**config.mk**
```make
export PLATFORM = sky130hd
export DESIGN_NAME = mem_access
export DESIGN_NICKNAME = d
export VERILOG_FILES = /design/src/rtl/mem_access.sv
export SDC_FILE = /design/constraint.sdc
export NUM_CORES = 1
export LEC_CHECK = 0
export BUFFER_PORTS_ARGS = -buffer_cell sky130_fd_sc_hd__buf_2
export CAP_MARGIN = 30
export CORE_ASPECT_RATIO = 2
export CORE_MARGIN = 4
export CORE_UTILIZATION = 40
export CTS_BUF_LIST = sky130_fd_sc_hd__clkbuf_4 sky130_fd_sc_hd__clkbuf_8
export CTS_CLUSTER_DIAMETER = 30
export DETAILED_ROUTE_END_ITERATION = 6
export MAX_ROUTING_LAYER = met4
export PLACE_DENSITY = 0.66
export SLEW_MARGIN = 20
export SYNTH_ARGS = -nofsm -noshare
export SYNTH_HDL_FRONTEND = slang
export SYNTH_SLANG_ARGS = --single-unit
```
**constraint.sdc**
```tcl
create_clock -name clk -period 5.65 [get_ports clk]
set_clock_uncertainty 0.05 [all_clocks]
set_input_delay 0 -clock clk [delete_from_list [all_inputs] [get_ports clk]]
set_output_delay 0 -clock clk [all_outputs]
set_load 0.01 [all_outputs]
```
**src/rtl/mem_access.sv**
```systemverilog
// mem_access: memory-access stage of the multi-cycle core.
// Runs at most one data-bus transaction per MEM visit, steers store bytes
// onto the proper lanes and sign/zero-extends loaded bytes and halves.
// instr bit layout: [0]=lb [1]=lh [2]=lw [3]=lbu [4]=lhu [5]=sb [6]=sh [7]=sw
module mem_access #(
  parameter int          ADDR_W    = 32,
  parameter logic [2:0]  MEM_STATE = 3'd3
) (
  input  logic              clk,
  input  logic              rst,
  input  logic [2:0]        state,
  input  logic [7:0]        instr,
  input  logic [31:0]       exec_result,
  input  logic [31:0]       store_v,
  input  logic              mem_read_enabled,
  input  logic              mem_write_enabled,
  input  logic              reg_write_enabled_in,
  input  logic [4:0]        reg_write_dest_in,
  output logic              mem_req,
  output logic              mem_we,
  output logic [ADDR_W-1:0] mem_addr,
  output logic [31:0]       mem_wdata,
  output logic [3:0]        mem_wstrb,
  input  logic              mem_ready,
  input  logic [31:0]       mem_rdata,
  output logic [31:0]       result,
  output logic              reg_write_enabled,
  output logic [4:0]        reg_write_dest,
  output logic              completed,
  output logic              misaligned
);

  typedef enum logic [1:0] {S_IDLE, S_WAIT, S_DONE} fsm_t;

  fsm_t       fsm;
  logic [1:0] off_reg;
  logic [4:0] ld_type_reg;   // {lhu, lbu, lw, lh, lb}
  logic       is_store_reg;
  logic       rwe_reg;
  logic [4:0] dest_reg;

  logic        is_byte, is_half, is_word, is_mem, misalign_c;
  logic [31:0] wdata_c;
  logic [3:0]  wstrb_c;
  logic [7:0]  byte_c;
  logic [15:0] half_c;
  logic [31:0] load_c;

  assign is_byte = instr[0] | instr[3] | instr[5];
  assign is_half = instr[1] | instr[4] | instr[6];
  assign is_word = instr[2] | instr[7];
  assign is_mem  = mem_read_enabled | mem_write_enabled;

  // Alignment check and store lane steering for the access about to be issued
  always_comb begin
    misalign_c = (is_half & exec_result[0]) | (is_word & (exec_result[1:0] != 2'b00));
    wdata_c    = 32'h0;
    wstrb_c    = 4'h0;
    if (mem_write_enabled) begin
      if (is_byte) begin
        wdata_c = {4{store_v[7:0]}};
        wstrb_c = 4'b0001 << exec_result[1:0];
      end else if (is_half) begin
        wdata_c = {2{store_v[15:0]}};
        wstrb_c = exec_result[1] ? 4'b1100 : 4'b0011;
      end else if (is_word) begin
        wdata_c = store_v;
        wstrb_c = 4'b1111;
      end
    end
  end

  // Extract and extend the loaded byte/half at the latched offset
  always_comb begin
    case (off_reg)
      2'd0:    byte_c = mem_rdata[7:0];
      2'd1:    byte_c = mem_rdata[15:8];
      2'd2:    byte_c = mem_rdata[23:16];
      default: byte_c = mem_rdata[31:24];
    endcase
    half_c = off_reg[1] ? mem_rdata[31:16] : mem_rdata[15:0];
    load_c = mem_rdata;
    if (ld_type_reg[0])      load_c = {{24{byte_c[7]}}, byte_c};
    else if (ld_type_reg[1]) load_c = {{16{half_c[15]}}, half_c};
    else if (ld_type_reg[3]) load_c = {24'h0, byte_c};
    else if (ld_type_reg[4]) load_c = {16'h0, half_c};
  end

  // Stage FSM with registered bus and write-back outputs
  always_ff @(posedge clk or posedge rst) begin
    if (rst) begin
      fsm               <= S_IDLE;
      off_reg           <= 2'b00;
      ld_type_reg       <= 5'h0;
      is_store_reg      <= 1'b0;
      rwe_reg           <= 1'b0;
      dest_reg          <= 5'h0;
      mem_req           <= 1'b0;
      mem_we            <= 1'b0;
      mem_addr          <= '0;
      mem_wdata         <= 32'h0;
      mem_wstrb         <= 4'h0;
      result            <= 32'h0;
      reg_write_enabled <= 1'b0;
      reg_write_dest    <= 5'h0;
      completed         <= 1'b0;
      misaligned        <= 1'b0;
    end else begin
      case (fsm)
        S_IDLE: begin
          if (state == MEM_STATE) begin
            if (!is_mem) begin
              result            <= exec_result;
              reg_write_enabled <= reg_write_enabled_in;
              reg_write_dest    <= reg_write_dest_in;
              misaligned        <= 1'b0;
              completed         <= 1'b1;
              fsm               <= S_DONE;
            end else if (misalign_c) begin
              // Suppressed access: report it and skip write-back
              misaligned        <= 1'b1;
              reg_write_enabled <= 1'b0;
              reg_write_dest    <= reg_write_dest_in;
              completed         <= 1'b1;
              fsm               <= S_DONE;
            end else begin
              misaligned   <= 1'b0;
              mem_req      <= 1'b1;
              mem_we       <= mem_write_enabled;
              mem_addr     <= ADDR_W'({exec_result[31:2], 2'b00});
              mem_wdata    <= wdata_c;
              mem_wstrb    <= wstrb_c;
              off_reg      <= exec_result[1:0];
              ld_type_reg  <= {instr[4], instr[3], instr[2], instr[1], instr[0]};
              is_store_reg <= mem_write_enabled;
              rwe_reg      <= reg_write_enabled_in;
              dest_reg     <= reg_write_dest_in;
              fsm          <= S_WAIT;
            end
          end
        end
        S_WAIT: begin
          // Bus outputs stay frozen until the slave accepts, whatever state does
          if (mem_ready) begin
            mem_req        <= 1'b0;
            completed      <= 1'b1;
            reg_write_dest <= dest_reg;
            fsm            <= S_DONE;
            if (is_store_reg) begin
              reg_write_enabled <= 1'b0;
            end else begin
              result            <= load_c;
              reg_write_enabled <= rwe_reg;
            end
          end
        end
        default: begin
          completed <= 1'b0;
          if (state != MEM_STATE) fsm <= S_IDLE;
        end
      endcase
    end
  end

endmodule

```
==> out/results.txt, run 1 <==
Die Width: 99.1 um
Met3 wire len: 1550 um
Final slew viol count: 0
XOR/XNOR Fraction of Synth Area: 0
Number of I/O pins: 228
Max cap viols: 0
Cell count after synthesis: 599
Synth Area in Compound Gates: 0.178
Hold crit path type: input pin to flop
RD Place Congestion: 0.922
Largest registers: mem_wdata: 32 flops, result: 32 flops, mem_addr: 30 flops
Wirelength per Cell: 20.7 um
Mean Syn Cell Area: 11.1 sq um
Worst-path fanout max: 33
Tmin final: 3100 ps
WL met1: 7880 um
Hold Vio Cnt, Final: 0
P_sw: 1090 uW
DR vias: 6316
Vias in the first global route: 6629
Share of cells above drive strength 1: 0.397
Setup crit end kind: flop
Post-synthesis adder-cell area fraction: 0
Combinational share of power: 0.360
Status: finished, final reports clean
Ys async rst share: 1.00
Static leakage: 0.00459 uW
Final period utilization: 0.548
Final ANT Viol Nets: 0
Simple-Gate Fraction of Synth Area: 0.0906
Cell Rows: 66
DR WL met2: 12500 um
H-Tree Depth: 4
Root Buffer: clkbuf_8
Ant. Diodes: 0
Worst-Margin Slew: 929 ps
Worst setup SP type: flop
Core area: 16300 sq um
Mux cell area share after synthesis: 0.223
Die Height: 190 um
Setup Total Neg Slack: 0 ps
IO Port Bufs: 225
Reg-to-reg critical path startpoint: fsm[0]
Sequential area share after synthesis: 0.460
Largest net degree at the start of global routing: 71
Total grt overflow: 0
CTS tree: yes
Top sig layer: met4
Reg power frac: 0.409
CTS hold repair buffers: 98
Mapped Area: 6640 sq um
Vias/cell: 5.65
First-pass GRT wire length: 35800 um
Initial drt markers: 281
Dominant synthesized flop cell: dfrtp_1
Clk pwr share: 0.231
Slowest cell delay on critical path: 650 ps
EDFF count, synth: 0
Area Overhead vs Synth: 39.6%
Rel. slew slack: 0.381
Post-layout power: 3190 uW
Power density over cell area: 344 nW/um^2
Req. time, crit path: 5920 ps
Clock net sink count: 122
DR DRC count: 0
Final setup violation count: 0
Reg2reg setup slack: 2550 ps
Crit-path slowest cell: dfrtp_1
Main combinational cell family by area after synthesis: multiplexers
Worst-skew pair later-pin latency: 440 ps
Worst setup endpoint: mem_addr[3]
# nets final: 1021
RSZ-0062 raised after global routing: false
Crit path cell chain: and4bb_2 -> nand2_1 -> or3_4 -> buf_16 -> buf_4 -> mux2_4
Yosys Warn Count: 0
Initial Util: 0.408
Max Clk Rate: 323 MHz
Postcts setup bufs: 0
Sw Ratio: 0.341
GR Util All Layers: 0.252
Worst reg2reg endpoint: mem_addr[3]
Crit. Startpoint: fsm[0]
Cts bufs inserted: 17
Post_cts resized: 0
Kind of critical path: flop to flop
CTS Buffer Depth: 2
First-pass iteration count of the detailed router: 5
Synthesis-stage register bit count: 122
Die area: 18900 sq um
Internal: 2110 uW
DPL Wire Length: 16200 um
Initial antenna violation count: 0
Yosys cell types: 51
Arr. time, crit path: 3370 ps
Reg clk slew, reported paths: 70 ps
Reg2Reg Depth: 6
Drt total wl: 23100 um
VDD IR max: 0.160 mV
==> critical path: cells and delay by family (launching register included) <==
| kind | cells | cell delay (ps) |
|---|---|---|
| and+or+nand+nor | 3 | 1160 |
| muxes | 1 | 340 |
| DFF | 1 | 650 |
| buffers and inverters | 2 | 740 |
==> cells in the mapped netlist (8+ instances only) <==
library cell	n	share of area
o221ai_1	16	0.021
nor4_1	8	0.0075
nand3_1	8	0.0060
dfrtp_1	122	0.46
mux2_4	69	0.16
a311o_1	8	0.012
mux4_2	8	0.027
clkbuf_1	37	0.021
mux2_1	11	0.019
o31ai_1	12	0.014
a21oi_1	36	0.027
o21ai_1	14	0.011
o21ai_0	36	0.027
nand2_1	76	0.043
a221oi_1	8	0.011
a31oi_1	11	0.010
mux2_2	10	0.017
inv_1	14	0.0079
nand4_1	8	0.0075
==> per-stage QoR <==
stage	setup slack, ps	std cells	instance area (sq um)	util	hold WS, ps
floorplan	2360	600	6650	-	36.1
global placement	2430	983	7830	0.481	99.4
detailed placement	2560	987	7890	0.485	98.8
CTS	2550	1115	9230	0.568	23.3
global route	2390	1118	9280	0.570	48.3
finish	2550	1118	9280	0.570	39.5
==> worst min-delay path by stage <==
stage	from	end	slack (ps)	depth (start not counted)
final	store_v[19]	mem_wdata[19]	40	4
after global routing	store_v[20]	mem_wdata[20]	50	4
after CTS	store_v[25]	mem_wdata[25]	20	4
after detailed placement	rst	completed	100	2
after global placement	rst	completed	100	2
after floorplan	mem_ready	mem_req	40	1
==> cell type report <==
class                   count  area, sq um
clock buffers              22          297
clock inverters             8         70.1
fillers                  1409         6990
inverters                  14         55.1
multi-input cells         411         3300
flip-flops and latches    122         3050
well taps                 204          255
repair buffers            337         2250
==> per-layer routing <==
layer  track usage  vias to the layer above
met3        0.0395                       68
met5             -                        -
met1         0.262                     3066
li1              -                     2825
met4         0.139                        0
met2         0.445                      357
==> cell families (layout without fill, tap and decap cells) <==
family,after synthesis,count (layout)
compound gates,179,179
buf+inv,67,381
flops,122,122
mux,101,101
other cells,1,2
simple gates,129,129
==> power by group through the flow <==
| stage | clock network (uW) | logic, uW | registers [uW] |
|---|---|---|---|
| floorplan | 0 | 558 | 1370 |
| global placement | 0 | 1060 | 1320 |
| detailed placement | 0 | 1090 | 1320 |
| CTS | 752 | 1140 | 1310 |
| global route | 788 | 1240 | 1340 |
| finish | 737 | 1150 | 1310 |
==> cells in the final DEF, fill, tap and decap left out, types with 8 or more instances in the layout <==
master	instances
o21ai_1	14
buf_4	11
nor4_1	8
o221ai_1	16
clkbuf_8	21
mux2_4	69
a221oi_1	8
nand3_1	8
nand4_1	8
nand2_1	76
o31ai_1	12
mux2_1	11
mux2_2	10
inv_1	13
dfrtp_1	122
a21oi_1	36
o21ai_0	36
a31oi_1	11
a311o_1	8
mux4_2	8
dlygate4sd3_1	98
buf_2	226
(Power assumes the default switching activity.)
==> run 2: changes to the inputs <==
--- a/config.mk
+++ b/config.mk
@@ -14,7 +14,7 @@
 export CTS_CLUSTER_DIAMETER = 30
 export DETAILED_ROUTE_END_ITERATION = 6
 export MAX_ROUTING_LAYER = met4
-export PLACE_DENSITY = 0.66
+export PLACE_DENSITY = 0.69
 export SLEW_MARGIN = 20
 export SYNTH_ARGS = -nofsm -noshare
 export SYNTH_HDL_FRONTEND = slang
==> constraint.sdc (replaced) <==
create_clock -name clk -period 2.6 [get_ports clk]
set_clock_uncertainty 0.05 [all_clocks]
set_input_delay 0 -clock clk [delete_from_list [all_inputs] [get_ports clk]]
set_output_delay 0 -clock clk [all_outputs]
set_load 0.01 [all_outputs]
==> out/results.txt, run 2 (synthesized netlist as in run 1, its figures left out) <==
Design area: 9440 sq um (+1.7%)
# nets final: 1032 (+1.1%)
Ant. Diodes: 0 (unchanged)
Hold Path Stages: 4 (unchanged)
Core area: 16300 sq um (unchanged)
Inst Count DP: 1000 (+1.3%)
Hold Startpoint: store_v[24]
Drt total wl: 22800 um (-1.4%)
Power density over cell area: 768 nW/um^2 (+120%)
GR Util All Layers: 0.249 (-0.00226)
Worst setup SP type: flop
Area Overhead vs Synth: 42.1%
Delay-heaviest family, CP: simple AND/OR/NAND/NOR gates
CTS Buffer Depth: 2 (unchanged)
Cts bufs inserted: 17 (unchanged)
First-pass iteration count of the detailed router: 4 (-1)
H-Tree Depth: 4 (unchanged)
WP buf/inv: 2 (unchanged)
Tmin final: 2410 ps (-688 ps)
Cell Rows: 66 (unchanged)
Hold EP: mem_wdata[24]
Status: finished, final reports clean
IO Port Bufs: 225 (unchanged)
Root Buffer: clkbuf_8
Count of non-filler cells in the finished layout: 1131 (+1.2%)
M3 GR Usage: 0.0403 (+0.000732)
Final ANT Viol Nets: 0 (unchanged)
Worst-path fanout max: 24 (-27%)
Clock net sink count: 122 (unchanged)
DR DRC count: 0 (unchanged)
Most frequent cells in the layout: buf_2, dfrtp_1, dlygate4sd3_1, nand2_1, mux2_4
Crit path cell chain: and4bb_2 -> a32oi_1 -> buf_4 -> nor2_1 -> a2bb2oi_1 -> dlygate4sd3_1
Final setup violation count: 0 (unchanged)
Worst reg2reg endpoint: result[0]
Commonest non-fill, non-tap cell in the layout: buf_2
Number of I/O pins: 228 (unchanged)
Die area: 18900 sq um (unchanged)
First-pass GRT wire length: 35300 um (-1.4%)
Total grt overflow: 0 (unchanged)
CTS tree: yes
GRT Max-Usage Layer: met2
Vias in the first global route: 6479 (-2.3%)
Initial Util: 0.408 (unchanged)
Reg2reg setup slack: 190 ps (-2360 ps)
Req. time, crit path: 2930 ps (-2990 ps)
Setup crit end kind: flop
Share of cells above drive strength 1: 0.406 (+0.00845)
Reg-to-reg critical path startpoint: fsm[0]
Rel. slew slack: 0.395 (+0.0145)
Die Height: 190 um (unchanged)
Setup Total Neg Slack: 0 ps (unchanged)
Met2 global-route usage: 0.433 (-0.0127)
Initial antenna violation count: 0 (unchanged)
Initial drt markers: 235 (-16%)
Kind of critical path: flop to flop
Hold crit path type: input pin to flop
Slowest cell delay on critical path: 550 ps (-100 ps)
RSZ-0062 raised after global routing: false
Final period utilization: 0.927 (+0.379)
VDD IR max: 0.332 mV (+110%)
Arr. time, crit path: 2740 ps (-630 ps)
Hold Vio Cnt, Final: 0 (unchanged)
Largest net degree at the start of global routing: 57 (-20%)
Max cap viols: 0 (unchanged)
Worst-Margin Slew: 907 ps (-21.7 ps)
Vias/cell: 5.54 (-1.9%)
Reg clk slew, reported paths: 70 ps (about the same)
Largest registers: mem_wdata: 32 flops, result: 32 flops, mem_addr: 30 flops
Final slew viol count: 0 (unchanged)
Crit-path slowest cell: dlygate4sd3_1
DR vias: 6266 (-0.79%)
Met1 usage: 0.256 (-0.00562)
Worst-skew pair later-pin latency: 450 ps (about the same)
Wirelength per Cell: 20.2 um (-2.5%)
Reg2Reg Depth: 6 (unchanged)
Dpl cell area: 8000 sq um (+1.4%)
RD Place Congestion: 0.956 (+3.7%)
Static leakage: 0.00467 uW (+1.8%)
Max Clk Rate: 415 MHz (+29%)
DPL Wire Length: 16700 um (+3.0%)
Die Width: 99.1 um (unchanged)
==> run 2: cell count changes in the layout (fill, tap and decap cells not counted) <==
cell	delta
buf_16	-2
inv_4	-1
clkbuf_8	-2
clkinvlp_4	+1
buf_4	+11
nor3_2	+1
nor3_4	-1
clkinv_2	-4
buf_12	+3
bufinv_16	+3
clkbuf_4	+2
clkinv_4	+3
buf_2	-1
==> run 2: where the power goes <==
group,switching (uW),internal (uW)
clock,778,1130
sequential,368,2440
combinational,1230,1310
==> run 2: area by class of cell <==
cell class	count	area, sq um
well taps	204	255
clock inverters	10	166
clock buffers	22	284
repair buffers	348	2330
flip-flops and latches	122	3050
inverters	14	56.3
multi-input cells	411	3290
fillers	1355	6830
==> run 2: worst max-delay path by stage <==
stage / cells past startpoint / endpoint / slack, ps / from
floorplan: 7 / result[16] / 510 / off_reg[1]
global placement: 3 / result[14] / 460 / off_reg[1]
detailed placement: 3 / result[11] / 440 / off_reg[1]
CTS: 5 / result[0] / 100 / ld_type_reg[1]
global route: 6 / result[0] / 30 / fsm[0]
finish: 6 / result[0] / 190 / fsm[0]
==> run 2: stage by stage <==
stage | power, uW | setup slack, ps | util | hold slack [ps]
final | 7250 | 189 | 0.580 | 32.2
after global routing | 7640 | 28.0 | 0.580 | 37.9
after CTS | 7310 | 96.3 | 0.580 | 3.49
after detailed placement | 5230 | 444 | 0.492 | 109
after global placement | 5170 | 459 | 0.491 | 102
after floorplan | 4200 | 507 | - | 36.1
==> run 2: repair_timing <==
| item | CTS | global route |
|---|---|---|
| resized for setup | 0 | 0 |
| setup buffers | 0 | 0 |
| hold endpoints to repair | 139 | 0 |
| hold buffers | 98 | 0 |
==> run 2: layer usage <==
| layer | routed length [um] | vias up |
|---|---|---|
| met5 | 0 | - |
| met4 | 1500 | 0 |
| met3 | 1320 | 82 |
| met2 | 12100 | 331 |
| met1 | 7890 | 3001 |
| li1 | - | 2852 |
==> run 2: worst reg2reg max path, stage by stage, from the launching register on <==
cell and delay, ps:
dfrtp_1 370, and4bb_2 330, a32oi_1 90, buf_4 250, nor2_1 510, a2bb2oi_1 180
dlygate4sd3_1 550
==> run 3: changes to the inputs <==
--- a/config.mk
+++ b/config.mk
@@ -15,6 +15,8 @@
 export DETAILED_ROUTE_END_ITERATION = 6
 export MAX_ROUTING_LAYER = met4
 export PLACE_DENSITY = 0.69
+export RECOVER_POWER = 25
+export SKIP_LAST_GASP = 1
 export SLEW_MARGIN = 20
 export SYNTH_ARGS = -nofsm -noshare
 export SYNTH_HDL_FRONTEND = slang
==> out/results.txt, run 3 (synthesized netlist as in run 1, its figures left out) <==
Area Overhead vs Synth: 41.4%
# nets final: 1032 (unchanged)
Final ANT Viol Nets: 0 (unchanged)
Hold Path Stages: 4 (unchanged)
Setup crit end kind: flop
Core area: 16300 sq um (unchanged)
Post_cts resized: 0 (unchanged)
Worst-skew pair later-pin latency: 450 ps (about the same)
Vias/cell: 5.53 (-0.22%)
Arr. time, crit path: 2760 ps (+20 ps)
Reg2reg setup slack: 170 ps (about the same)
First-pass GRT wire length: 35300 um (unchanged)
Clk pwr share: 0.265 (+0.002)
Final setup violation count: 0 (unchanged)
RD Place Congestion: 0.956 (unchanged)
Reg clk slew, reported paths: 70 ps (about the same)
Static leakage: 0.00460 uW (-1.6%)
VDD IR max: 0.332 mV (about the same)
Hold EP: mem_wdata[24]
Final core utilization: 0.577 (-0.00285)
Largest registers: mem_wdata: 32 flops, result: 32 flops, mem_addr: 30 flops
CTS Buffer Depth: 2 (unchanged)
Final period utilization: 0.933 (+0.00555)
Hold Vio Cnt, Final: 0 (unchanged)
Clock net sink count: 122 (unchanged)
Number of I/O pins: 228 (unchanged)
Status: finished, final reports clean
Worst-Margin Slew: 1440 ps (+531 ps)
DR vias: 6252 (-0.22%)
Max Clk Rate: 412 MHz (-0.59%)
Die area: 18900 sq um (unchanged)
Largest net degree at the start of global routing: 57 (unchanged)
Rel. slew slack: 0.0356 (-0.359)
Cts bufs inserted: 17 (unchanged)
Setup ws final: 175 ps (-14.4 ps)
Reg power frac: 0.389 (+0.002)
Initial drt markers: 232 (-1.3%)
P_sw: 2380 uW (+0.11%)
RSZ-0062 raised after global routing: false
Worst setup SP type: flop
H-Tree Depth: 4 (unchanged)
Total grt overflow: 0 (unchanged)
Vias in the first global route: 6479 (unchanged)
Reg-to-reg critical path startpoint: fsm[0]
Reg2Reg Depth: 6 (unchanged)
Hold crit path type: input pin to flop
DR DRC count: 0 (unchanged)
Root Buffer: clkbuf_8
Kind of critical path: flop to flop
Share of cells above drive strength 1: 0.381 (-0.0248)
Sw Ratio: 0.329 (+0.00183)
Ant. Diodes: 0 (unchanged)
Die Width: 99.1 um (unchanged)
Placement Setup Slack: 444 ps (unchanged)
Max cap viols: 0 (unchanged)
Worst reg2reg endpoint: result[0]
Initial Util: 0.408 (unchanged)
First-pass iteration count of the detailed router: 4 (unchanged)
Tmin final: 2430 ps (+14.4 ps)
CTS tree: yes
Worst-path fanout max: 24 (unchanged)
Drt total wl: 22900 um (+0.17%)
Die Height: 190 um (unchanged)
Postcts setup bufs: 0 (unchanged)
Most frequent cells in the layout: buf_2, dfrtp_1, dlygate4sd3_1, nand2_1, mux2_4
Wirelength per Cell: 20.2 um (+0.17%)
Setup Total Neg Slack: 0 ps (unchanged)
Hold Startpoint: store_v[24]
Internal: 4840 uW (-0.72%)
Initial antenna violation count: 0 (unchanged)
Power density over cell area: 769 nW/um^2 (about the same)
Commonest non-fill, non-tap cell in the layout: buf_2
Crit. Startpoint: fsm[0]
IO Port Bufs: 225 (unchanged)
Final slew viol count: 0 (unchanged)
GR Util All Layers: 0.249 (unchanged)
DPL Wire Length: 16700 um (unchanged)
Req. time, crit path: 2930 ps (about the same)
Cell Rows: 66 (unchanged)
Combinational share of power: 0.346 (-0.004)
==> run 3: timing repair <==
action                                  4_1_cts  5_1_grt
hold buffers                                 98        0
hold endpoints to repair                    139        0
endpoints found under the setup margin        0        0
==> run 3: worst max-delay path, stage by stage (launching register included) <==
cell and delay, ps:
dfrtp_1 370, and4bb_2 330, a32oi_1 90, buf_4 250, nor2_1 520, a2bb2oi_1 180, dlygate4sd3_1 550
==> run 3: how the worst max path moves through the flow <==
stage	slack, ps	end	cells past startpoint
after global placement	460	result[14]	3
final	170	result[0]	6
after detailed placement	440	result[11]	3
after global routing	30	result[0]	6
after floorplan	510	result[16]	7
after CTS	100	result[0]	5
==> run 3: per-layer routing <==
layer / vias to the layer above / wire (um) / global-route usage
li1: 2852 / - / -
met5: - / 0 / -
met1: 3006 / 7910 / 0.256
met2: 313 / 12200 / 0.433
met4: 0 / 1490 / 0.161
met3: 81 / 1310 / 0.0403
==> run 3: area by class of cell <==
cell class	count	area, sq um
clock buffer	22	284
sequential	122	3050
fill	1370	6880
timing repair buffer	348	2290
clock inverter	10	166
inverter	14	53.8
tap	204	255
multi-input combinational	411	3290
==> run 3: metrics by stage <==
stage / total power (uW) / cells / area, sq um / hold slack (ps)
final: 7220 / 1131 / 9390 / 31.2
after global routing: 7610 / 1131 / 9390 / 37.9
after CTS: 7310 / 1130 / 9430 / 3.49
after detailed placement: 5230 / 1000 / 8000 / 109
after global placement: 5170 / 999 / 7990 / 102
after floorplan: 4200 / 600 / 6650 / 36.1
==> run 3: power groups by stage <==
stage,clock network [uW],logic (uW),registers (uW)
2_1_floorplan,0,1210,2990
3_3_place_gp,0,2340,2830
3_5_place_dp,0,2410,2830
4_1_cts,1970,2540,2810
5_1_grt,2040,2690,2880
6_report,1910,2500,2810
